$ cat src/rtl/pc_gen.sv
// rtl/pc_gen.sv - fetch program counter generator with trap/eret/branch redirects and halt control
module pc_gen #(
   parameter int              XLEN         = 32,
   parameter logic [XLEN-1:0] RESET_VECTOR = '0,
   parameter logic [XLEN-1:0] TRAP_VECTOR  = XLEN'(32'h0000_0100),
   parameter int              INC          = 4
) (
   input  logic            clk,
   input  logic            reset_n,
   input  logic            fetch_ready,
   input  logic            branch_taken,
   input  logic [XLEN-1:0] branch_target,
   input  logic            trap,
   input  logic [XLEN-1:0] trap_pc,
   input  logic            eret,
   input  logic            halt,
   input  logic            resume,
   output logic [XLEN-1:0] pc_out,
   output logic            pc_valid,
   output logic [XLEN-1:0] epc,
   output logic            flush,
   output logic            halted
);

   typedef enum logic [1:0] {
      S_RESET_WAIT = 2'd0,
      S_RUN        = 2'd1,
      S_HALT       = 2'd2
   } state_t;

   localparam logic [XLEN-1:0] INC_W      = XLEN'(INC);
   localparam logic [XLEN-1:0] ALIGN_MASK = ~(XLEN'(INC - 1));

   state_t          state;
   state_t          state_nxt;
   logic [XLEN-1:0] pc_nxt;
   logic [XLEN-1:0] epc_nxt;
   logic            flush_nxt;

   always_ff @(posedge clk or negedge reset_n) begin
      if (!reset_n) begin
         state  <= S_RESET_WAIT;
         pc_out <= RESET_VECTOR;
         epc    <= '0;
         flush  <= 1'b0;
      end else begin
         state  <= state_nxt;
         pc_out <= pc_nxt;
         epc    <= epc_nxt;
         flush  <= flush_nxt;
      end
   end

   // Redirect targets are aligned to INC; epc keeps the raw faulting PC.
   always_comb begin
      state_nxt = state;
      pc_nxt    = pc_out;
      epc_nxt   = epc;
      flush_nxt = 1'b0;
      case (state)
         S_RESET_WAIT: begin
            state_nxt = S_RUN;
         end
         S_RUN: begin
            if (trap) begin
               pc_nxt    = TRAP_VECTOR & ALIGN_MASK;
               epc_nxt   = trap_pc;
               flush_nxt = 1'b1;
            end else begin
               if (eret) begin
                  pc_nxt    = epc & ALIGN_MASK;
                  flush_nxt = 1'b1;
               end else if (branch_taken) begin
                  pc_nxt    = branch_target & ALIGN_MASK;
                  flush_nxt = 1'b1;
               end else if (fetch_ready && !halt) begin
                  pc_nxt = pc_out + INC_W;
               end
               if (halt) begin
                  state_nxt = S_HALT;
               end
            end
         end
         S_HALT: begin
            if (trap) begin
               pc_nxt    = TRAP_VECTOR & ALIGN_MASK;
               epc_nxt   = trap_pc;
               flush_nxt = 1'b1;
               state_nxt = S_RUN;
            end else if (resume && !halt) begin
               state_nxt = S_RUN;
            end
         end
         default: begin
            state_nxt = S_RESET_WAIT;
         end
      endcase
   end

   assign pc_valid = (state == S_RUN);
   assign halted   = (state == S_HALT);

endmodule

$ cat config.mk
export PLATFORM = sky130hd
export DESIGN_NAME = pc_gen
export DESIGN_NICKNAME = d
export VERILOG_FILES = /design/src/rtl/pc_gen.sv
export SDC_FILE = /design/constraint.sdc
export NUM_CORES = 1
export LEC_CHECK = 0
export CORE_ASPECT_RATIO = 0.75
export CORE_MARGIN = 3
export CORE_UTILIZATION = 30
export CTS_CLUSTER_SIZE = 20
export DETAILED_ROUTE_END_ITERATION = 8
export PLACE_DENSITY_LB_ADDON = 0.15
export SLEW_MARGIN = 15
export SYNTH_ARGS = -nofsm -noshare
export SYNTH_HDL_FRONTEND = slang
export SYNTH_SLANG_ARGS = --single-unit
$ cat constraint.sdc
create_clock -name clk -period 2.55 [get_ports clk]
set_input_delay 0.3825 -clock clk [delete_from_list [all_inputs] [get_ports clk]]
set_output_delay 0.3825 -clock clk [all_outputs]
set_load 0.01 [all_outputs]
; ---- Word-level counts from Yosys, hierarchy flattened
; Cells that the tools add are included.
[word_totals]
ff_bits = 67
in_bits = 72
elab_cells = 37
output_inout_bits = 67
[op_classes]
add_sub_neg = 1
n_reduce_logical = 9
n_eq_ne = 7
n_mux = 16
[op_table]
columns = operator, count
row1 = $mux 32, 5
row2 = $pmux 32 s2, 1
row3 = $add 32x3->32 const B, 1
row4 = $mux 2, 4
row5 = $ne 2x2->1 const B, 3
row6 = $pmux 2 s3, 1
row7 = $reduce_and 3->1, 2
row8 = $ne 5x4->1 const B, 1
row9 = $mux 1, 4
row10 = $ne 3x2->1 const B, 1
row11 = $eq 2x1->1 const B, 1
row12 = $eq 2x2->1 const B, 1
row13 = $logic_and 1x1->1, 2
row14 = $logic_not 2->1, 1
row15 = $pmux 1 s2, 1
row16 = $reduce_and 2->1, 1
row17 = $reduce_bool 2->1, 1
row18 = $reduce_or 2->1, 1
row19 = $logic_not 1->1, 1

; ---- Depth between registers and ports, before layout
[logic_depth]
ltp_word = 7
depth_mapped = 8
depth_no_buf = 7

; ---- Worst setup path after synthesis
; OpenSTA, ideal clock, no wires.
[synth_timing]
kind = register -> register
start = register state[1]
end = register pc_out[25]
period_less_slack_ns = 2.161
required_time_ns = 2.429
n_path_buf = 2
path_stages_with_launch = 9
setup_time_ns = 0.121
slack_ns = 0.389
arrival_ns = 2.040
cell_sequence = dfrtp_1 inv_1 ha_1 or3b_2 o21ai_1 buf_2 buf_2 nor2_1 a22o_1
[synth_between]
elab_chain_cells = 3
elab_cells_between_ends = 7
cone_classes = 4 x eq/ne / 1 x mux / 2 x reduce/logical
[synth_rtl]
columns = item, line_no
row1 = start: declaration, 34  ; state_t state;
row2 = start signal: assignment, 47  ; state <= state_nxt;
row3 = $eq 2x1->1 (*), n/a
row4 = via pc_valid, 19  ; output logic pc_valid,
row5 = $ne 5x4->1 (no source line) / $reduce_bool 2->1 (equally long branches), n/a
row6 = $reduce_and 3->1 (no source line), n/a
row7 = end signal: assignment, 48  ; pc_out <= pc_nxt;
row8 = end: declaration, 18  ; output logic [XLEN-1:0] pc_out,
; The timed path passes the listed nets; every way through them passes the cells marked *.
; A chain may end at the register's enable or synchronous reset.

; ---- Worst setup path after layout
[layout_timing]
start = register state[1]
end = register pc_out[9]
[layout_between]
elab_chain_cells = 3
elab_cells_between_ends = 7
cone_classes = 4 x eq/ne / 1 x mux / 2 x reduce/logical
[layout_rtl]
columns = item, line_no
row1 = $eq 2x1->1 / $eq 2x2->1 (equally long branches), 60  ; case (state)
row2 = "$ne 5x4->1 (no source line), or another cell as far along", n/a
row3 = $reduce_and 3->1 (no source line), n/a
; Parallel ways exist; a longest one is shown, timed or not.

==> flow_summary.html <==
<table>
<tr><th>Metric</th><th>Value</th></tr>
<tr><th colspan="2">CTS</th></tr>
<tr><td>Total number of clock tree sinks</td><td>between 60 and 70</td></tr>
<tr><td>TritonCTS clock tree</td><td>done</td></tr>
<tr><td>Setup repair bufs after CTS</td><td>0</td></tr>
<tr><td>Worst-path clk slew</td><td>roughly 0.050 ns</td></tr>
<tr><td>Max H-tree Level</td><td>3</td></tr>
<tr><td>CTS Hold Bufs</td><td>0</td></tr>
<tr><td>Gates resized, CTS repair</td><td>1</td></tr>
<tr><td>Total CTS buffers</td><td>9</td></tr>
<tr><td>Clock latency of the later-clocked register in the worst-skew pair</td><td>around 0.33 ns</td></tr>
<tr><td>Library cell used as clock root buffer</td><td>sky130_fd_sc_hd__clkbuf_16</td></tr>
<tr><td>Maximum count of clock buffers along a single path</td><td>2</td></tr>
<tr><th colspan="2">Yosys</th></tr>
<tr><td>Prevailing post-synth register cell</td><td>sky130_fd_sc_hd__dfrtp_1</td></tr>
<tr><td>YS warnings</td><td>0</td></tr>
<tr><td>Sequential element share of the synthesized area</td><td>0.4483</td></tr>
<tr><td>Seq cells post-synth</td><td>65</td></tr>
<tr><td>Most numerous cell types in the synthesized netlist</td><td>sky130_fd_sc_hd__dfrtp_1, sky130_fd_sc_hd__o21ai_0, sky130_fd_sc_hd__mux2_2</td></tr>
<tr><td>Most frequently used cell type in the post-synthesis netlist</td><td>sky130_fd_sc_hd__dfrtp_1</td></tr>
<tr><td>Post-Syn Area</td><td>0.003628 sq mm</td></tr>
<tr><td>Count of mapped cells out of synthesis</td><td>about 370</td></tr>
<tr><td>Count of flip-flops with a built-in enable after synthesis</td><td>0</td></tr>
<tr><td>Average cell area after synthesis</td><td>9.754 sq um</td></tr>
<tr><td>Cell variety after synth</td><td>54</td></tr>
<tr><td>Portion of synthesized cell area occupied by the leading cell type</td><td>0.4483</td></tr>
<tr><td>Largest cells by area after synthesis</td><td>sky130_fd_sc_hd__dfrtp_1, sky130_fd_sc_hd__mux2_2, sky130_fd_sc_hd__o21ai_0</td></tr>
<tr><td>Post-synth ARST share</td><td>1.000</td></tr>
<tr><td>Cell accounting for the most synthesized area</td><td>sky130_fd_sc_hd__dfrtp_1</td></tr>
<tr><th colspan="2">Pwr</th></tr>
<tr><td>Total internal power</td><td>between 3 and 4 mW</td></tr>
<tr><td>Leakage</td><td>about 2.2 nW</td></tr>
<tr><td>Net switching power figure</td><td>2.277 mW</td></tr>
<tr><td>Switching fraction of total power</td><td>0.3725</td></tr>
<tr><td>Clk network pwr share</td><td>0.182</td></tr>
<tr><td>Total Power Consumption</td><td>about 6.1 mW</td></tr>
<tr><td>Fraction of power consumed by combinational cells</td><td>0.497</td></tr>
<tr><td>Share of total power in sequential cells</td><td>0.322</td></tr>
<tr><td>Worst supply voltage drop on vdd</td><td>roughly 0.47 mV</td></tr>
<tr><td>Power per Cell Area</td><td>approximately 1100 mW/mm^2</td></tr>
<tr><th colspan="2">Timing</th></tr>
<tr><td>Period utilisation layout</td><td>0.9027</td></tr>
<tr><td>Fin crit period</td><td>about 2.3 ns</td></tr>
<tr><td>RSZ-0062 raised after global routing</td><td>false</td></tr>
<tr><td>Final max-slew violation count</td><td>0</td></tr>
<tr><td>Minimum hold slack</td><td>0.1551 ns</td></tr>
<tr><td>Final hold viol count</td><td>0</td></tr>
<tr><td>Skew final</td><td>roughly 0.0062 ns</td></tr>
<tr><td>Smallest setup slack after layout</td><td>about 0.25 ns</td></tr>
<tr><td>Relative slew slack</td><td>0.4143</td></tr>
<tr><td>Slew at the pin with the worst max-slew slack</td><td>roughly 0.88 ns</td></tr>
<tr><td>Max Clk Rate</td><td>0.4344 GHz</td></tr>
<tr><td>Final setup violation count</td><td>0</td></tr>
<tr><th colspan="2">Global route</th></tr>
<tr><td>Largest net degree at the start of global routing</td><td>66</td></tr>
<tr><td>Global-route congestion overflow total</td><td>0</td></tr>
<tr><td>Number of antenna violations at the first check in global routing</td><td>0</td></tr>
<tr><td>Global-route wire length before repair</td><td>19460 um</td></tr>
<tr><td>Total routing usage reported by global routing</td><td>0.1812</td></tr>
<tr><td>Via count of the first global-routing pass</td><td>~3600</td></tr>
<tr><th colspan="2">Critical path</th></tr>
<tr><td>Cell with the largest stage delay on the worst path</td><td>sky130_fd_sc_hd__or3b_2</td></tr>
<tr><td>Critical-path cell list</td><td>inv_1 -&gt; ha_1 -&gt; or3b_2 -&gt; o21ba_2 -&gt; o21a_1 -&gt; o21ai_0 -&gt; o2bb2ai_1</td></tr>
<tr><td>CP Max Fanout</td><td>17</td></tr>
<tr><td>Data required, critical path</td><td>around 2.8 ns</td></tr>
<tr><td>Type of destination of the critical path</td><td>flop</td></tr>
<tr><td>CP top delay family</td><td>compound AO/OA/AOI/OAI gates</td></tr>
<tr><td>Type of origin of the critical path</td><td>flop</td></tr>
<tr><td>Count of buffering cells on the critical path with inverters included</td><td>1</td></tr>
<tr><td>Worst path max stage delay</td><td>0.51 ns</td></tr>
<tr><td>Worst setup path category</td><td>reg -&gt; reg</td></tr>
<tr><td>Data arrival time of the critical path</td><td>~2.6 ns</td></tr>
<tr><th colspan="2">Placement</th></tr>
<tr><td>Port Buffers</td><td>around 130</td></tr>
<tr><td>Routability cong.</td><td>0.7938</td></tr>
<tr><td>Worst slack at placement</td><td>-0.02971 ns</td></tr>
<tr><td>DP HPWL</td><td>8524 um</td></tr>
<tr><th colspan="2">Detailed routing</th></tr>
<tr><td>Remaining antenna violation count after routing</td><td>0</td></tr>
<tr><td>Length of the first detailed-routing pass in iterations</td><td>4</td></tr>
<tr><td>DR vias</td><td>3505</td></tr>
<tr><td>DRC violations left</td><td>0</td></tr>
<tr><td>Via density per instance</td><td>between 5 and 6</td></tr>
<tr><td>First-iteration detailed-routing DRC count</td><td>approximately 150</td></tr>
<tr><td>Total Routed Length</td><td>11870 um</td></tr>
<tr><td>Routed wire length per instance</td><td>17.41 um</td></tr>
<tr><th colspan="2">Cells and area</th></tr>
<tr><td>Multi-input gate area in the final layout</td><td>0.001853 sq mm</td></tr>
<tr><td>Post-synthesis to final-layout area growth</td><td>51.76%</td></tr>
<tr><td>Fill cell total of the finished layout</td><td>between 1000 and 1500</td></tr>
<tr><td>Fraction of the core area covered by cells at the end of the flow</td><td>0.4707</td></tr>
<tr><td>Antenna cells</td><td>0</td></tr>
<tr><td>Area occupied by registers</td><td>0.001627 sq mm</td></tr>
<tr><td>Layout cell share with drive strength beyond 1</td><td>0.1519</td></tr>
<tr><td>Layout net count</td><td>593</td></tr>
<tr><th colspan="2">Flow run</th></tr>
<tr><td>Number of violations of the max-capacitance limit</td><td>0</td></tr>
<tr><th colspan="2">Die</th></tr>
<tr><td>Die Height</td><td>101.2 um</td></tr>
<tr><td>Die Width</td><td>roughly 130 um</td></tr>
<tr><td>Top-level port count</td><td>about 140</td></tr>
<tr><td>Core area</td><td>0.01170 sq mm</td></tr>
<tr><td>Total die area</td><td>between 0.01 and 0.015 sq mm</td></tr>
<tr><td>Number of placement rows</td><td>34</td></tr>
<tr><td>Initial Util</td><td>0.3102</td></tr>
<tr><th colspan="2">Outcome</th></tr>
<tr><td>Result of the run</td><td>finished clean</td></tr>
<tr><th colspan="2">Worst hold path</th></tr>
<tr><td>Worst min-delay path class</td><td>in -&gt; async</td></tr>
</table>
-- registers in the layout (all words and copies together) (netlist names) --
register  flops
pc_out       30
flush         1
state         2
epc          32
-- routing by layer --
metal,up-vias,track usage,wire length [um]
li1,1691,-,-
met4,0,0.03834,48
met1,1687,0.2462,5727
met2,122,0.2859,5261
met5,-,0,0
met3,5,0.05809,836
-- placed cells by master (no fill, tap or decap), types with 4 or more instances in the layout --
cell type,count
sky130_fd_sc_hd__o22ai_1,9
sky130_fd_sc_hd__and4_1,4
sky130_fd_sc_hd__nand2_1,18
sky130_fd_sc_hd__mux2_2,32
sky130_fd_sc_hd__mux2i_1,4
sky130_fd_sc_hd__inv_1,17
sky130_fd_sc_hd__dfrtp_1,65
sky130_fd_sc_hd__clkbuf_16,9
sky130_fd_sc_hd__nand3_1,15
sky130_fd_sc_hd__o31ai_1,4
sky130_fd_sc_hd__nand4_1,8
sky130_fd_sc_hd__o21ai_0,32
sky130_fd_sc_hd__o221ai_1,13
sky130_fd_sc_hd__buf_4,19
sky130_fd_sc_hd__ha_1,5
sky130_fd_sc_hd__clkinv_2,4
sky130_fd_sc_hd__clkdlybuf4s50_1,133
sky130_fd_sc_hd__nor3_1,10
sky130_fd_sc_hd__nor2_1,25
sky130_fd_sc_hd__o2bb2ai_1,15
sky130_fd_sc_hd__a21oi_1,19
-- power by group through the flow --
stage / registers (mW) / logic [mW] / clock network [mW]
global placement: 1.95 / 3.01 / 0
detailed placement: 1.98 / 3.06 / 0
CTS: 1.97 / 3.08 / 1.14
floorplan: 2.09 / 1.34 / 0
finish: 1.97 / 3.04 / 1.11
global route: 2.04 / 3.34 / 1.19
-- stage by stage --
stage / std cells / instance area (sq um) / TNS, ns
3_3_place_gp: 667 / 5243 / 0
5_1_grt: 682 / 5507 / 0
2_1_floorplan: 373 / 3632 / 0
6_report: 682 / 5507 / 0
3_5_place_dp: 667 / 5243 / -0.04399
4_1_cts: 682 / 5507 / 0
-- path summary, 6_finish.rpt --
path                            startpoint    endpoint  slack (ns)  depth (start not counted)
worst max register to register    state[1]   pc_out[9]        0.25                          7
min in group clk                    epc[0]      epc[0]        0.51                          1
worst min register to register      epc[0]      epc[0]        0.51                          1
worst max-delay path              state[1]   pc_out[9]        0.25                          7
max in group asynchronous          reset_n  pc_out[18]        1.80                          1
worst min-delay path               reset_n      epc[0]        0.16                          1
-- layout make-up --
type                    instances  area share
multi-input cells             269      0.3365
flip-flops and latches         65      0.2954
clock inverters                 4    0.003636
inverters                      18     0.01227
clock buffers                  11     0.04408
repair buffers                153      0.2713
well taps                     162     0.03681
-- cells by family (layout without fill, tap and decap cells) --
| kind of cell | after synthesis | after routing | share of synthesized area |
|---|---|---|---|
| fa+ha+maj | 5 | 5 | 0.01724 |
| compound gates | 119 | 119 | 0.2197 |
| simple gates | 102 | 102 | 0.1472 |
| flops | 65 | 65 | 0.4483 |
| buf+inv | 39 | 186 | 0.04413 |
| other cells | 1 | 2 | 0.001033 |
| xor+xnor | 5 | 5 | 0.01207 |
| mux | 36 | 36 | 0.1103 |
(Power assumes the default switching activity.)
